<file path="src/rtl/fetch_halt_sequencer.sv">
// ----------------------------------------------------------------------------
// fetch_halt_sequencer
//
// Program-counter / fetch sequencer for the single-cycle core. It drives the
// byte address into the 128x16 instruction RAM. The RAM returns the word in
// the same cycle. The sequencer gates datapath commit with EXEC, stops on the
// HALT opcode, restarts on a RESUME rising edge, and single-steps on STEP
// rising edges while in step mode.
//
// Ports
//   CLK        in   1   clock, all state on rising edge
//   RESET      in   1   asynchronous active-low reset
//   INSTR      in   16  IRAM read data for ADDR (same cycle)
//   STEP_MODE  in   1   1 = pause after every retired instruction
//   RESUME     in   1   level; rising edge restarts from HALTED
//   STEP       in   1   level; rising edge runs one instruction from PAUSED
//   BR_TAKEN   in   1   branch/jump taken this cycle
//   BR_TARGET  in   8   byte target address (bit 0 ignored)
//   ADDR       out  8   IRAM byte address (= PC)
//   EXEC       out  1   datapath may commit INSTR this cycle
//   HALTED     out  1   sequencer is in the HALTED state
//   RETIRED    out  16  saturating count of committed instructions
// ----------------------------------------------------------------------------
module fetch_halt_sequencer #(
    parameter logic [15:0] HALT_OP     = 16'h0001,
    parameter logic [7:0]  RESET_PC    = 8'h00,
    parameter int          BOOT_CYCLES = 2
) (
    input  logic        CLK,
    input  logic        RESET,
    input  logic [15:0] INSTR,
    input  logic        STEP_MODE,
    input  logic        RESUME,
    input  logic        STEP,
    input  logic        BR_TAKEN,
    input  logic [7:0]  BR_TARGET,
    output logic [7:0]  ADDR,
    output logic        EXEC,
    output logic        HALTED,
    output logic [15:0] RETIRED
);

    typedef enum logic [1:0] {
        ST_BOOT   = 2'd0,
        ST_RUN    = 2'd1,
        ST_HALTED = 2'd2,
        ST_PAUSED = 2'd3
    } state_t;

    localparam logic [3:0] BOOT_LAST = 4'(BOOT_CYCLES - 1);

    state_t      state_reg;
    logic [7:0]  pc_reg;
    logic [3:0]  boot_cnt_reg;
    logic [15:0] retired_reg;
    logic        resume_q_reg;
    logic        step_q_reg;

    logic        rise_resume;
    logic        rise_step;
    logic        is_halt;
    logic [7:0]  pc_next;

    assign rise_resume = RESUME & ~resume_q_reg;
    assign rise_step   = STEP & ~step_q_reg;
    assign is_halt     = (INSTR == HALT_OP);

    // Branch targets are word aligned; the low bit from the branch unit is dropped.
    assign pc_next = BR_TAKEN ? (BR_TARGET & 8'hFE) : (pc_reg + 8'd2);

    // EXEC depends on the current fetch word, so a HALT never commits and
    // never lets a same-cycle branch through.
    assign EXEC    = (state_reg == ST_RUN) && !is_halt;
    assign ADDR    = pc_reg;
    assign HALTED  = (state_reg == ST_HALTED);
    assign RETIRED = retired_reg;

    always_ff @(posedge CLK or negedge RESET) begin
        if (!RESET) begin
            state_reg    <= ST_BOOT;
            pc_reg       <= RESET_PC;
            boot_cnt_reg <= 4'd0;
            retired_reg  <= 16'd0;
            resume_q_reg <= 1'b0;
            step_q_reg   <= 1'b0;
        end else begin
            // Edge-detect history is tracked in every state so that a level
            // held across a state change never produces a late edge.
            resume_q_reg <= RESUME;
            step_q_reg   <= STEP;

            case (state_reg)
                ST_BOOT: begin
                    boot_cnt_reg <= boot_cnt_reg + 4'd1;
                    if (boot_cnt_reg == BOOT_LAST) begin
                        state_reg <= ST_RUN;
                    end
                end

                ST_RUN: begin
                    if (is_halt) begin
                        // PC stays on the HALT word so a resume can skip it.
                        state_reg <= ST_HALTED;
                    end else begin
                        pc_reg <= pc_next;
                        if (retired_reg != 16'hFFFF) begin
                            retired_reg <= retired_reg + 16'd1;
                        end
                        state_reg <= STEP_MODE ? ST_PAUSED : ST_RUN;
                    end
                end

                ST_HALTED: begin
                    if (rise_resume) begin
                        pc_reg    <= pc_reg + 8'd2;
                        state_reg <= ST_RUN;
                    end
                end

                ST_PAUSED: begin
                    if (rise_step) begin
                        state_reg <= ST_RUN;
                    end
                end

                default: begin
                    state_reg <= ST_BOOT;
                end
            endcase
        end
    end

endmodule

</file>
<file path="config.mk">
export PLATFORM = sky130hd
export DESIGN_NAME = fetch_halt_sequencer
export DESIGN_NICKNAME = d
export VERILOG_FILES = /design/src/rtl/fetch_halt_sequencer.sv
export SDC_FILE = /design/constraint.sdc
export NUM_CORES = 1
export LEC_CHECK = 0
export BUFFER_PORTS_ARGS = -buffer_cell sky130_fd_sc_hd__buf_2
export CORE_UTILIZATION = 49
export CTS_CLUSTER_DIAMETER = 150
export CTS_CLUSTER_SIZE = 30
export DETAILED_ROUTE_END_ITERATION = 8
export PLACE_DENSITY = 0.78
export SLEW_MARGIN = 15
export SYNTH_ARGS = -nofsm -noshare
export SYNTH_HDL_FRONTEND = slang
export SYNTH_SLANG_ARGS = --single-unit
</file>
<file path="constraint.sdc">
create_clock -name CLK -period 2.55 [get_ports CLK]
set_clock_uncertainty 0.1 [all_clocks]
set_input_delay 0.6375 -clock CLK [delete_from_list [all_inputs] [get_ports CLK]]
set_output_delay 0.6375 -clock CLK [all_outputs]
set_load 0.02 [all_outputs]
</file>
-- Yosys cells after proc, flatten, opt, wreduce, memory -nomap -nowiden
Cells that the tools add are included.
- add/sub/neg operators: 3
- multiply operators: 0
- divide/modulo/power cells: 0
- magnitude comparators: 0
- eq/ne operators: 10
- shift operators: 0
- mux-type cells: 10
- bitwise logic cells: 5
- reductions and logical operators: 7
- operators with widths (cell ; count):
    $mux 8 ; 3
    $add 16x1->16 const B ; 1
    $eq 16x1->1 const B ; 1
    $ne 16x16->1 const B ; 1
    $pmux 8 s2 ; 1
    $mux 2 ; 5
    $reduce_and 3->1 ; 3
    $add 8x2->8 const B ; 1
    $pmux 2 s4 ; 1
    $ne 2x2->1 const B ; 3
    $add 4x1->4 const B ; 1
    $eq 2x2->1 const B ; 2
    $eq 4x1->1 const B ; 1
    $not 1->1 ; 3
    $and 1x1->1 ; 2
    $eq 2x1->1 const B ; 1
    $logic_not 2->1 ; 1
    $ne 2x1->1 const B ; 1
    $reduce_bool 2->1 ; 1
    $logic_and 1x1->1 ; 1
    $logic_not 1->1 ; 1
- register bits after elaboration: 32
- bits in latches: 0
- memory bits (writable): 0
- ROM bits: 0
- input bits: 30
- output and inout bits: 26
- logic and storage cells: 41
- memories kept: 0

-- Longest topological paths before layout
Gate-level depths: netlist of run 1.
- word-level depth: 4
- gate-level depth with buffers: 6
- gate-level depth less buffers: 6

-- Worst setup path before layout of run 1
OpenSTA, ideal clock, no wires.
- kind: register to register
- start: register retired_reg[13], in the netlist RETIRED[13]
- end: register retired_reg[1], in the netlist RETIRED[1]
- setup time: 0.125 ns
- arrival: 1.944 ns
- required time: 2.325 ns
- setup slack: 0.381 ns
- cell stages (with the launch flop): 7
- buffers on the path: 1
- clock period less this slack: 2.169 ns
- path through: dfrtp_1 > nand2_1 > or3_4 > or4_4 > buf_6 > nand2_4 > mux2_4
- cells in the longest elaborated chain, start to end: 2
- RTL lines (what ; line ; source):
    start, declared ; 55 ; logic [15:0] retired_reg;
    start signal, assigned ; 107 ; retired_reg <= retired_reg + 16'd1;
    $ne 16x16->1 ; 106 ; if (retired_reg != 16'hFFFF) begin
    $reduce_and 3->1 (no source line) ; -- ;
No other way between the ends.
A chain may end at the register's enable or synchronous reset.

-- Worst setup path in the final report of run 1
- start: input INSTR[10]
- end: output EXEC
- cells in the longest elaborated chain, start to end: 3
- RTL lines (what ; line ; source):
    start, declared ; 31 ; input logic [15:0] INSTR,
    $eq 16x1->1 ; 66 ; assign is_halt = (INSTR == HALT_OP);
    $logic_not 1->1 ; 73 ; assign EXEC = (state_reg == ST_RUN) && !is_halt;
    $logic_and 1x1->1 ; 73 ;
    end, declared ; 38 ; output logic EXEC,
No other way between the ends.

==> results.cfg, run 1 <==
[outcome]
status = finished, final reports clean

[global_route]
grt_max_degree = 32
grt_pass1_wl_um = 5580
grt_pass1_vias = 1281
track_usage_pct = 21.6
grt_overflow = 0
antenna_found_initial = 0

[pwr]
finalPower_mw = 1.81
power.leakage_nw = 0.928
p_per_area_nw_per_um2 = 897
irDropWorstVdd_mv = 0.554

[clock_tree]
cts_buffers = 5
h-tree-depth = 2
root_buffer = clkbuf_4
holdBufCountCts = 0
cts_buffer_depth = 2
cts-resized-gates = 0
cts_tree = yes
clock_latency_ns = 0.33
cts.reportedPaths.clkPinSlew_ns = 0.09
clock-sinks = 31
cts_setup_buffers = 0

[floorplan]
rows = 20
core_um2 = 3080
start_util_pct = 52.4
die_y_um = 59.4
io_pins = 56
dieArea_um2 = 3520
die_width_um = 59.4

[sta]
hold_slack_ns = 0.224
slew_viol_final = 0
fin_crit_ns = 2.36
fin_setup_tns_ns = 0
relSlewSlack_pct = 55.6
tightest_slew_ns = 0.666
fmax_mhz = 424
finalSetupViolations = 0
period_share_pct = 92.5
hold_viol = 0
rsz0062_at_grt = false

[synthesis]
ys_types = 38
synth_adder_area_share_pct = 3.10
yosysSeqAreaShare_pct = 48.1
yosys.area_share.simple_pct = 24.7
yosysTopAreaCell = dfrtp_1
synth_top_family_by_area = simple AND/OR/NAND/NOR gates
synth_xor_area_share_pct = 8.69
netlist_top_cells_area = dfrtp_1 (48%), xnor2_1 (6.0%), a21oi_1 (4.7%)
synth_area_um2 = 1610
ys_seq_elements = 31
synthMuxAreaShare_pct = 2.17
syn_inst = 163
syn-num-nets = 197
synth_compound_area_share_pct = 10.2
synth_top_area_share_pct = 48.1
synth.avg_cell_area_um2 = 9.89
synth_warnings = 0

[drt]
dr.pass1.iters = 4
via_per_inst = 5.38
num_vias = 1441
drc = 0
drt-total-wl_um = 3450
drtAntennaViolNets = 0
drtIter0Drc = 70
wl_per_cell_um = 12.9

[cells_and_area]
fin_util_pct = 65.6
fin_nets = 257
final_cell_mix = buf_2 (53), dfrtp_1 (31), a21oi_1 (15), nand2_1 (11), xnor2_1 (11)
multi_input_area_um2 = 805
seq_area_um2 = 776
n_antenna_cell = 0
drive_above_1_share_pct = 32.6
fillers = 291
largest_reg_flops = 16
layout_commonest_cell = buf_2
area_growth_pct = 25.1

[min_path]
hp-class = primary input to async pin

[setup_path]
path_cells = buf_2, nor4_1, nand4_1, nand2b_1, inv_2, buf_2
crit_path_max_incr_delay_ns = 0.35
crit_slowest_cell = nor4_1
start_kind = primary input
arrival_ns = 1.62
crit_fanout = 2
cpLargestDelayFamily = simple AND/OR/NAND/NOR gates
rrSetupSlack_ns = 0.43
worstPathRequired_ns = 1.81
path_buf_inv = 3
cpMostUsedCell = buf_2
cp-end-kind = primary output
path_class = primary input to primary output

[placed_design]
dp_hpwl_um = 2530
portBuffers = 53
place_congestion = 0.741

[flow_run]
maxCapViolCount = 0
power by group:
part | switching (mW) | internal [mW]
clock network | 0.162 | 0.162
registers | 0.158 | 0.616
logic | 0.415 | 0.299
total | 0.735 | 1.08
worst register-to-register path, delay by kind of cell (launching register included):
kind                       cells  cell delay [ns]
and+or+nand+nor                3             0.98
DFF                            1             0.45
muxes                          1             0.29
adders and majority gates      1             0.20
cells in the mapped netlist:
| cell | n |
|---|---|
| a211oi_1 | 2 |
| a21boi_0 | 1 |
| a21oi_1 | 15 |
| a31oi_1 | 2 |
| and3_1 | 4 |
| and4_1 | 1 |
| buf_1 | 1 |
| buf_4 | 1 |
| buf_6 | 1 |
| clkbuf_1 | 1 |
| conb_1 | 1 |
| dfrtp_1 | 31 |
| ha_1 | 4 |
| inv_1 | 4 |
| inv_2 | 1 |
| mux2_4 | 1 |
| mux2i_1 | 2 |
| nand2_1 | 11 |
| nand2_4 | 1 |
| nand2b_1 | 5 |
| nand3_1 | 8 |
| nand4_1 | 9 |
| nand4b_1 | 1 |
| nor2_1 | 10 |
| nor2b_1 | 2 |
| nor3_1 | 3 |
| nor4_1 | 6 |
| nor4_2 | 1 |
| nor4b_1 | 3 |
| o21ai_0 | 6 |
| o21ai_1 | 1 |
| o22ai_1 | 3 |
| or2_2 | 1 |
| or3_1 | 1 |
| or3_4 | 1 |
| or4_4 | 1 |
| xnor2_1 | 11 |
| xor2_1 | 5 |
kinds of logic (layout without fill, tap and decap cells):
| group | after synthesis | in the layout |
|---|---|---|
| buffers and inverters | 9 | 70 |
| flip-flops | 31 | 31 |
| XOR/XNOR | 16 | 16 |
| adder cells (fa/ha/maj) | 4 | 4 |
| AND/OR/NAND/NOR | 69 | 69 |
| other | 1 | 1 |
| multiplexers | 3 | 3 |
| AO/OA/AOI/OAI | 30 | 30 |
metrics by stage:
stage	cells	setup slack (ns)	area (um2)
after floorplan	163	0.381	1610
after global placement	260	0.115	1940
after detailed placement	260	0.108	1940
after CTS	268	0.106	2010
after global routing	268	0.0213	2020
final	268	0.192	2020
routing by layer:
layer  global-route usage, %  vias up  routed length [um]
met5                       0        -                   0
met1                    27.8      683                1540
met2                    33.5       39                1650
li1                        -      711                   -
met4                    11.9        0                  70
met3                    5.24        8                 199
area by class of cell:
class                      instances  share of cell area, %
clock buffer                       8                   3.41
inverter                           5                  0.930
multi-input combinational        123                   39.9
sequential                        31                   38.4
tap                               44                   2.73
timing repair buffer              57                   14.6
path summary, 6_finish.rpt:
check	startpoint	to	cells past startpoint
worst max-delay path	INSTR[10]	EXEC	6
worst min register to register	RETIRED[15]	RETIRED[15]	1
worst max register to register	RETIRED[0]	RETIRED[1]	5
worst min-delay path	RESET	step_q_reg	1
min in group CLK	STEP	step_q_reg	1
max in group asynchronous	RESET	RETIRED[0]	1
No activity file was read; power rests on OpenSTA's default activity.
==> inputs of run 2 (changes only) <==
CAP_MARGIN = 20   (was default)
CORE_MARGIN = 10   (was default)
CORE_UTILIZATION = 47   (was 49)
PLACE_DENSITY = 0.76   (was 0.78)
==> results.cfg, run 2 (synthesis gave the netlist of run 1 again) <==
[sta]
finalSetupViolations = 0
rsz0062_at_grt = false
hold_viol = 0
period_share_pct = 93.6
tightest_slew_ns = 0.662
fmax_mhz = 419
hold_slack_ns = 0.225
fin_crit_ns = 2.39
setup_slack_ns = 0.164
fin_setup_tns_ns = 0
relSlewSlack_pct = 55.9
slew_viol_final = 0

[setup_path]
path_buf_inv = 3
worstPathRequired_ns = 1.81
crit_fanout = 2
cpMostUsedCell = buf_2
path_class = primary input to primary output
path_cells = buf_2, nor4_1, nand4_1, nand2b_1, inv_2, buf_2
worstRegToRegCells = 5
r2r_end = RETIRED[1]
r2r-start = RETIRED[0]
crit_slowest_cell = nor4_1
cpLargestDelayFamily = simple AND/OR/NAND/NOR gates
start_kind = primary input
cp-end-kind = primary output
crit_path_max_incr_delay_ns = 0.33
arrival_ns = 1.65
rrSetupSlack_ns = 0.45

[floorplan]
rows = 21
die_width_um = 78.6
dieArea_um2 = 6170
core_um2 = 3340
die_y_um = 78.6
io_pins = 56
start_util_pct = 48.3

[drt]
drc = 0
via_per_inst = 5.30
drtIter0Drc = 74
wl_per_cell_um = 14.0
dr.pass1.iters = 4
num_vias = 1425
drt-total-wl_um = 3770
drtAntennaViolNets = 0

[cells_and_area]
fin_util_pct = 60.2
fin_nets = 257
final_cell_mix = buf_2 (53), dfrtp_1 (31), a21oi_1 (15), nand2_1 (11), xnor2_1 (11)
seq_area_um2 = 776
multi_input_area_um2 = 805
drive_above_1_share_pct = 32.7
largest_reg_flops = 16
n_antenna_cell = 0
fillers = 299
layout_commonest_cell = buf_2
area_growth_pct = 24.5

[pwr]
irDropWorstVdd_mv = 0.583
finalPower_mw = 1.78
p_per_area_nw_per_um2 = 888
power.leakage_nw = 0.924

[clock_tree]
cts_setup_buffers = 0
cts_tree = yes
cts_buffers = 5
cts-resized-gates = 0
clock_latency_ns = 0.33
cts_buffer_depth = 2
root_buffer = clkbuf_4
cts.reportedPaths.clkPinSlew_ns = 0.09
holdBufCountCts = 0
h-tree-depth = 2
clock-sinks = 31

[global_route]
track_usage_pct = 12.9
grt_pass1_vias = 1420
grt_overflow = 0
grt_max_degree = 32
grt_pass1_wl_um = 6490
antenna_found_initial = 0

[flow_run]
maxCapViolCount = 0

[placed_design]
place_ws_ns = 0.135
dp_hpwl_um = 2950
portBuffers = 53
place_congestion = 0.769

[outcome]
status = finished, final reports clean

[min_path]
hp-class = primary input to async pin
run 2: cell count changes in the layout (fill, tap and decap cells not counted):
cell	change
clkinv_2	+1
clkbuf_1	-1
clkbuf_8	-1
run 2: worst reg2reg max path, delay by kind of cell, from the launching register on:
| family | cells | cell delay [ns] |
|---|---|---|
| AND/OR/NAND/NOR | 3 | 0.97 |
| multiplexers | 1 | 0.30 |
| flip-flops | 1 | 0.43 |
| adder cells (fa/ha/maj) | 1 | 0.19 |
run 2: layout make-up:
cell class	count	area share, %
Inverter	5	0.935
Timing Repair Buffer	57	14.7
Clock buffer	6	2.55
Sequential cell	31	38.6
Multi-Input combinational cell	123	40.1
Clock inverter	1	0.249
Tap cell	46	2.87
run 2: per-layer routing:
metal  wire length, um  vias up  part of all wire (%)  global-route usage (%)
met1              1700      660                    45                    15.0
met3               309        6                   8.2                    5.92
met2              1710       49                    45                    20.2
met5                 0        -                     0                       0
li1                  -      710                     -                       -
met4                58        0                   1.5                    4.84
run 2: worst max path at each step:
stage,to,depth (start not counted),slack (ns),start
2_1_floorplan,RETIRED[1],6,0.38,RETIRED[13]
3_3_place_gp,EXEC,6,0.15,INSTR[1]
3_5_place_dp,EXEC,6,0.13,INSTR[1]
4_1_cts,EXEC,6,0.13,INSTR[1]
5_1_grt,EXEC,6,0.02,INSTR[2]
6_report,EXEC,6,0.16,INSTR[9]
run 2: metrics by stage:
step	instance area (um2)	instances
floorplan	1610	163
CTS	2000	269
finish	2010	269
global route	2010	269
detailed placement	1940	262
global placement	1940	262
run 2: where the power goes:
part | switching, mW | total [mW] | leakage [nW] | internal (mW)
Clock | 0.163 | 0.291 | 0.0341 | 0.127
Combinational | 0.423 | 0.721 | 0.523 | 0.298
Sequential | 0.156 | 0.772 | 0.367 | 0.616
